`src/rtl/uart_tx_arbiter.sv`:
```
// Round-robin arbiter that feeds a single uart_tx. Holds the winning byte until the
// transmitter reports completion or a watchdog gives up on it.
module uart_tx_arbiter #(
  parameter int DATA_WIDTH     = 8,
  parameter int NUM_REQ        = 4,
  parameter int TIMEOUT_CYCLES = 10000
) (
  input  logic                          clk,
  input  logic                          reset,
  input  logic [NUM_REQ-1:0]            req_valid,
  input  logic [NUM_REQ*DATA_WIDTH-1:0] req_data,
  output logic [NUM_REQ-1:0]            req_ready,
  output logic                          tx_start,
  output logic [DATA_WIDTH-1:0]         tx_data,
  input  logic                          tx_busy,
  input  logic                          tx_done,
  output logic [$clog2(NUM_REQ)-1:0]    grant_id,
  output logic                          busy,
  output logic                          timeout_err
);

  localparam int GW = $clog2(NUM_REQ);
  localparam int CW = $clog2(TIMEOUT_CYCLES + 1);

  typedef enum logic [1:0] {IDLE, START, WAIT} state_t;

  state_t                state_q, state_d;
  logic [GW-1:0]         last_q, last_d;
  logic [GW-1:0]         grant_q, grant_d;
  logic [DATA_WIDTH-1:0] data_q, data_d;
  logic [CW-1:0]         cnt_q, cnt_d;

  logic                  win_found;
  logic [GW-1:0]         win_idx;

  // Rotating search starting one past the previous winner.
  always_comb begin
    int            idx;
    logic [GW-1:0] cand;
    win_found = 1'b0;
    win_idx   = '0;
    idx       = 0;
    cand      = '0;
    for (int k = 1; k <= NUM_REQ; k++) begin
      idx = int'(last_q) + k;
      if (idx >= NUM_REQ) idx = idx - NUM_REQ;
      cand = GW'(idx);
      if (!win_found && req_valid[cand]) begin
        win_found = 1'b1;
        win_idx   = cand;
      end
    end
  end

  always_comb begin
    state_d     = state_q;
    last_d      = last_q;
    grant_d     = grant_q;
    data_d      = data_q;
    cnt_d       = cnt_q;
    req_ready   = '0;
    tx_start    = 1'b0;
    timeout_err = 1'b0;
    case (state_q)
      IDLE: begin
        if (win_found) begin
          req_ready[win_idx] = 1'b1;
          data_d  = req_data[win_idx*DATA_WIDTH +: DATA_WIDTH];
          grant_d = win_idx;
          last_d  = win_idx;
          state_d = START;
        end
      end
      START: begin
        if (!tx_busy) begin
          tx_start = 1'b1;
          cnt_d    = '0;
          state_d  = WAIT;
        end
      end
      WAIT: begin
        // Completion wins over an expiry in the same cycle.
        if (tx_done) begin
          state_d = IDLE;
        end else if (cnt_q == CW'(TIMEOUT_CYCLES - 1)) begin
          timeout_err = 1'b1;
          state_d     = IDLE;
        end else begin
          cnt_d = cnt_q + 1'b1;
        end
      end
      default: state_d = IDLE;
    endcase
  end

  always_ff @(posedge clk or posedge reset) begin
    if (reset) begin
      state_q <= IDLE;
      last_q  <= GW'(NUM_REQ - 1);
      grant_q <= '0;
      data_q  <= '0;
      cnt_q   <= '0;
    end else begin
      state_q <= state_d;
      last_q  <= last_d;
      grant_q <= grant_d;
      data_q  <= data_d;
      cnt_q   <= cnt_d;
    end
  end

  assign tx_data  = data_q;
  assign grant_id = grant_q;
  assign busy     = (state_q != IDLE);

endmodule
```
`config.mk`:
```
export PLATFORM = sky130hd
export DESIGN_NAME = uart_tx_arbiter
export DESIGN_NICKNAME = d
export VERILOG_FILES = /design/src/rtl/uart_tx_arbiter.sv
export SDC_FILE = /design/constraint.sdc
export NUM_CORES = 1
export LEC_CHECK = 0
export CORE_ASPECT_RATIO = 1.2
export CORE_MARGIN = 2
export CORE_UTILIZATION = 30
export DETAILED_ROUTE_END_ITERATION = 12
export DONT_BUFFER_PORTS = 1
export HOLD_SLACK_MARGIN = 0.06
export MAX_ROUTING_LAYER = met4
export PLACE_DENSITY = 0.41
export SYNTH_ARGS = -nofsm -noshare
export SYNTH_HDL_FRONTEND = slang
export SYNTH_SLANG_ARGS = --single-unit
```
`constraint.sdc`:
```
create_clock -name clk -period 2 [get_ports clk]
set_input_delay 0.1 -clock clk [delete_from_list [all_inputs] [get_ports clk]]
set_output_delay 0.1 -clock clk [all_outputs]
set_load 0.005 [all_outputs]
```
Word level (Yosys, flattened, before mapping)
Index checks and enable logic that the tools add are counted.
{ "word_totals": {"register_bits": 28, "latch_bits": 0, "mem_bits_rw": 0, "rom_bits": 0, "input_bits": 40, "output_inout_bits": 17, "wordCells": 84, "mem_count": 0} }
{ "classes": {"addsub": 9, "multipliers": 0, "div_mod_pow": 0, "order_cmp": 10, "eq_ne": 8, "shifts": 1, "mux": 38, "bitwise": 0, "n_reduce_logical": 13} }
{ "op_table": {"columns": ["operator", "count"], "rows": [
  ["$mux 14", 3],
  ["$shiftx 32x6->8", 1],
  ["$pmux 14 s2", 1],
  ["$mux 2", 12],
  ["$lt 2x3->1 const B", 5],
  ["$add 14x1->14 const B", 1],
  ["$eq 14x14->1 const B", 1],
  ["$mux 1", 14],
  ["$ge 3x3->1 const B", 3],
  ["$bmux 1 s2", 4],
  ["$mux 4", 2],
  ["$ne 2x2->1 const B", 4],
  ["$sub 2x1->2 const B", 4],
  ["$add 2x2->3 const B", 2],
  ["$pmux 2 s3", 1],
  ["$add 2x3->4 const B", 1],
  ["$ge 4x3->1 const B", 1],
  ["$logic_and 1x1->1", 4],
  ["$reduce_and 4->1", 1],
  ["$reduce_bool 2->1", 2],
  ["$add 2x1->3 const B", 1],
  ["$logic_not 1->1", 3],
  ["$ne 3x3->1 const B", 1],
  ["$reduce_and 3->1", 1],
  ["other kinds (6)", 6]
]} }

Depth between registers and ports, before layout
{ "logic_depth": {"word_depth": 21, "ltp_mapped": 6, "mapped_depth_nobuf": 6} }

Worst setup path after synthesis
Ideal clock, no wire load.
{ "synth_path": {"path_type": "reg-to-reg", "from": "reg last_q[1]", "to": "reg data_q[6] (netlist: tx_data[6])", "setup_ns": 0.138, "arrival_time_ns": 1.393, "path_slack_ns": 0.469, "path_stages_with_launch": 7, "synth_period_minus_slack_ns": 1.531, "cell_sequence": "dfstp_2 -> mux2i_1 -> o22ai_1 -> a21oi_2 -> nand2b_1 -> buf_6 -> o221ai_1"} }
{ "synth_between": {"elab_chain_len": 16, "elab_cells_between_ends": 40} }
{ "synth_rtl": {"columns": ["element", "line_no", "rtl"], "rows": [
  ["start, declared", "28", "logic [GW-1:0] last_q, last_d;"],
  ["start signal, assigned", "99", "last_q <= GW'(NUM_REQ - 1);"],
  ["start signal, assigned", "105", "last_q <= last_d;"],
  ["$add 2x1->3", "45", "idx = int'(last_q) + k;"],
  ["$ge 3x3->1 or $sub 2x1->2 (tied branches)", "46", "if (idx >= NUM_REQ) idx = idx - NUM_REQ;"],
  ["$mux 2", "46", null],
  ["$bmux 1 s2", "48", "if (!win_found && req_valid[cand]) begin"],
  ["$mux 1 (implied by the code)", "48", null],
  ["$mux 1", "48", null],
  ["$logic_not 1->1", "48", null],
  ["$logic_and 1x1->1", "48", null],
  ["$mux 1", "48", null],
  ["$logic_not 1->1", "48", null],
  ["$logic_and 1x1->1", "48", null],
  ["$mux 1", "48", null],
  ["$logic_not 1->1", "48", null],
  ["$logic_and 1x1->1", "48", null],
  ["$mux 2 or $mux 1 (tied branches)", "48", null],
  ["$shiftx 32x6->8 or $reduce_and 2->1 (tied branches)", null, null],
  ["end signal, assigned", "107", "data_q <= data_d;"],
  ["end, declared", "30", "logic [DATA_WIDTH-1:0] data_q, data_d;"]
]} }
Several ways; a longest one is shown, not always the timed one. The select of a mux whose other input is x is not followed.
A chain may end at the register's enable or synchronous reset.

Worst setup path after layout
{ "layout_path": {"from": "reg cnt_q[4]", "to": "out timeout_err"} }
{ "layout_between": {"elab_chain_len": 4} }
{ "layout_rtl": {"columns": ["element", "line_no", "rtl"], "rows": [
  ["start, declared", "31", "logic [CW-1:0] cnt_q, cnt_d;"],
  ["start signal, assigned", "108", "cnt_q <= cnt_d;"],
  ["$eq 14x14->1", "85", "end else if (cnt_q == CW'(TIMEOUT_CYCLES - 1)) begin"],
  ["$mux 1", "85", null],
  ["$mux 1", "83", "if (tx_done) begin"],
  ["$mux 1", "64", "case (state_q)"],
  ["end, declared", "19", "output logic timeout_err"]
]} }
Every way passes these cells.

==> summary.txt <==
PD cells = 1060 nW/µm²
crit path max fanout = 10
grt total ovfl = 0
CTS buffer count = 3
starting density of the core = 31.1%
clock skew = 0.00462 ns
Reg clk slew, reported paths = 0.10 ns
Final Max Tran Viols = 0
Critical R2R Launch = last_q[1]$_DFFE_PP1P_
Via Count = 1363
Yosys Warn Count = 0
peak supply drop = 0.498 mV
Gate Count Post-Synth = 163
Max-cap violations = 0
CP Launch Type = flip-flop
Netlist Area Pre-Place = 1640 µm²
I/O pins = 57
first-pass GRT wire length = 6.62 mm
Syn Area/Cell = 10.0 µm²
Yosys cell types = 43
Worst Reg-to-Reg Cells = 5
most area-consuming cells after synthesis = dfrtp_1 40%, mux2i_1 11%, xor2_1 6.4%
Final Setup Violations = 0
Pre-antenna DRT Iters = 4
vias in the first global route = 1375
Final Power = 0.00214 W
Layout fillers = 519
ys async rst share = 100%
CP Class = reg -> out
clk sink count = 28
worst setup margin = 0.166 ns
port bufs = 0
GRT Total Usage = 14.1%
Final Core Density = 38.4%
cell taking the most area after synthesis = dfrtp_1
outcome = finished clean
Rows = 29
Setup TNS = 0 ns
antenna violations before repair = 0
die area = 6060 µm²
Layout Nets = 232
CTS Hold Buffers Added = 22
Rel. slew slack = 68.8%
Core ar. = 5260 µm²
pre-CTS setup slack = 0.264 ns
dpl hpwl = 2.66 mm
Synth Flop Type = dfrtp_1
hold depth = 2
HP Class = in -> reg
Hold EP = tx_data[6]$_DFFE_PP0P_
share of post-route cells with drive strength above 1 = 12.1%
slowest stage delay, CP = 0.48 ns
n_diodes = 0
Data arrival, critical path = 1.73 ns
CTS tree = yes
worst slew pin tran = 0.464 ns
Max stage delay cell, worst path = dfrtp_1
root buffer cell = clkbuf_8
largest net degree at the start of global routing = 29
reg2reg setup slack = 0.26 ns
Max Freq = 545 MHz
Via density = 5.41
CTS Buffer Depth = 2
die width = 71.4 µm
CTS H-tree lvls = 1
Post CTS Setup Buffer Count = 0
Die Ht = 84.9 µm
Synth-to-Final Area Change = 23.5%
Final ANT Viol Nets = 0
Worst Path Required = 1.90 ns
sequential fraction of the synthesis area = 43.0%
initial detailed-routing violation count = 29
leakage power = 0.921 nW
Fin. Hold Viols = 0
post-synthesis register bit count = 28
multi-input logic area = 883 µm²
Post-synth EDFFs = 0
CTS resizes = 0
Wirelength per Cell = 15.4 µm
Tmin final = 1.83 ns
GPL Wtd Cong = 0.746
final period utilization = 91.7%
clk_lat worst skew = 0.28 ns
Reg area = 703 µm²
syn nets = 204
endpoint class of the critical path = output pin
Total Routed Length = 3.88 mm
DRC = 0
hold_sp = req_data[22]
post-synth top area share = 39.8%
CP Cell Sequence = nor4b_4, nand4_2, nor3_1
r2r endpoint = tx_data[1]$_DFFE_PP0P_
RSZ-0062 raised after global routing = no
per-layer routing:
layer / part of all wire (%) / routed length (µm) / up-vias / track usage, %
li1: - / - / 647 / -
met1: 41 / 1590 / 671 / 15.7
met2: 52 / 2000 / 40 / 24.6
met3: 5.6 / 216 / 5 / 2.73
met4: 1.7 / 65 / 0 / 5.15
met5: 0 / 0 / - / -
logic make-up (layout without fill, tap and decap cells):
group	count (synthesis)	in the layout	share of synthesized area (%)
AO/OA/AOI/OAI	27	27	12.7
multiplexers	18	18	11.0
buffers and inverters	11	38	3.21
adder cells (fa/ha/maj)	1	1	0.765
flip-flops	28	28	43.0
AND/OR/NAND/NOR	66	66	22.9
XOR/XNOR	12	12	6.43
synthesized netlist by cell type (all sizes together) (2+ instances only):
cell type	count
o211ai	2
nor2	18
and4	2
nor3	3
nand2	14
o2111ai	2
o221ai	8
dfstp	2
nand3	5
a21boi	2
and3	5
mux2i	18
a31oi	2
or2	2
nor4b	2
nand2b	3
o22ai	2
buf	4
inv	6
xor2	12
dfrtp	26
nand4	4
nor3b	2
o21ai	2
a21oi	6
cell type report:
type	instances	area share, %
Multi-Input combinational cell	124	43.7
Inverter	6	1.12
Clock buffer	4	2.73
Timing Repair Buffer	28	13.8
Tap cell	62	3.84
Sequential cell	28	34.8
cell usage in the layout (no fill, tap or decap), types with 2 or more instances in the layout:
cell type / n
dlygate4sd3_1: 22
o221ai_1: 7
dfrtp_1: 26
a21oi_1: 2
inv_1: 6
nor2_1: 18
o2111ai_1: 2
nand3_1: 5
dfstp_2: 2
and3_1: 5
nand4_1: 3
a21oi_2: 4
xor2_1: 12
nand2_1: 13
mux2i_1: 18
o211ai_1: 2
nor3_1: 3
buf_4: 5
nand2b_1: 3
clkbuf_8: 4
a31oi_1: 2
o21ai_0: 2
o22ai_1: 2
and4_1: 2
through the flow:
stage	instance area (µm²)	hold slack [ns]	cells
floorplan	1640	0.164	163
global placement	1740	0.0864	226
detailed placement	1740	0.101	226
CTS	2020	0.0609	252
global route	2020	0.0700	252
finish	2020	0.0639	252
worst max path at each step:
| stage | start | to | depth (start not counted) |
|---|---|---|---|
| global placement | cnt_q[5]$_DFFE_PP0P_ | cnt_q[2]$_DFFE_PP0P_ | 5 |
| floorplan | last_q[1]$_DFFE_PP1P_ | tx_data[6]$_DFFE_PP0P_ | 6 |
| CTS | cnt_q[4]$_DFFE_PP0P_ | timeout_err | 3 |
| finish | cnt_q[4]$_DFFE_PP0P_ | timeout_err | 3 |
| global route | cnt_q[5]$_DFFE_PP0P_ | timeout_err | 3 |
| detailed placement | last_q[1]$_DFFE_PP1P_ | tx_data[7]$_DFFE_PP0P_ | 5 |
registers in the layout (all words and copies together), names as in the netlist:
name and flops:
cnt_q 14, grant_id 2, last_q 2, state_q 2
tx_data 8
where the power goes:
part | switching [W] | total, W | internal, W
Clock | 0.000184 | 0.000361 | 0.000177
Sequential | 0.000149 | 0.000896 | 0.000747
Combinational | 0.000491 | 0.000885 | 0.000394
worst max-delay path: cells and delay by family, from the launching register on:
| family | cells | cell delay, ns |
|---|---|---|
| and+or+nand+nor | 3 | 0.97 |
| DFF | 1 | 0.48 |
(Power assumes the default switching activity.)
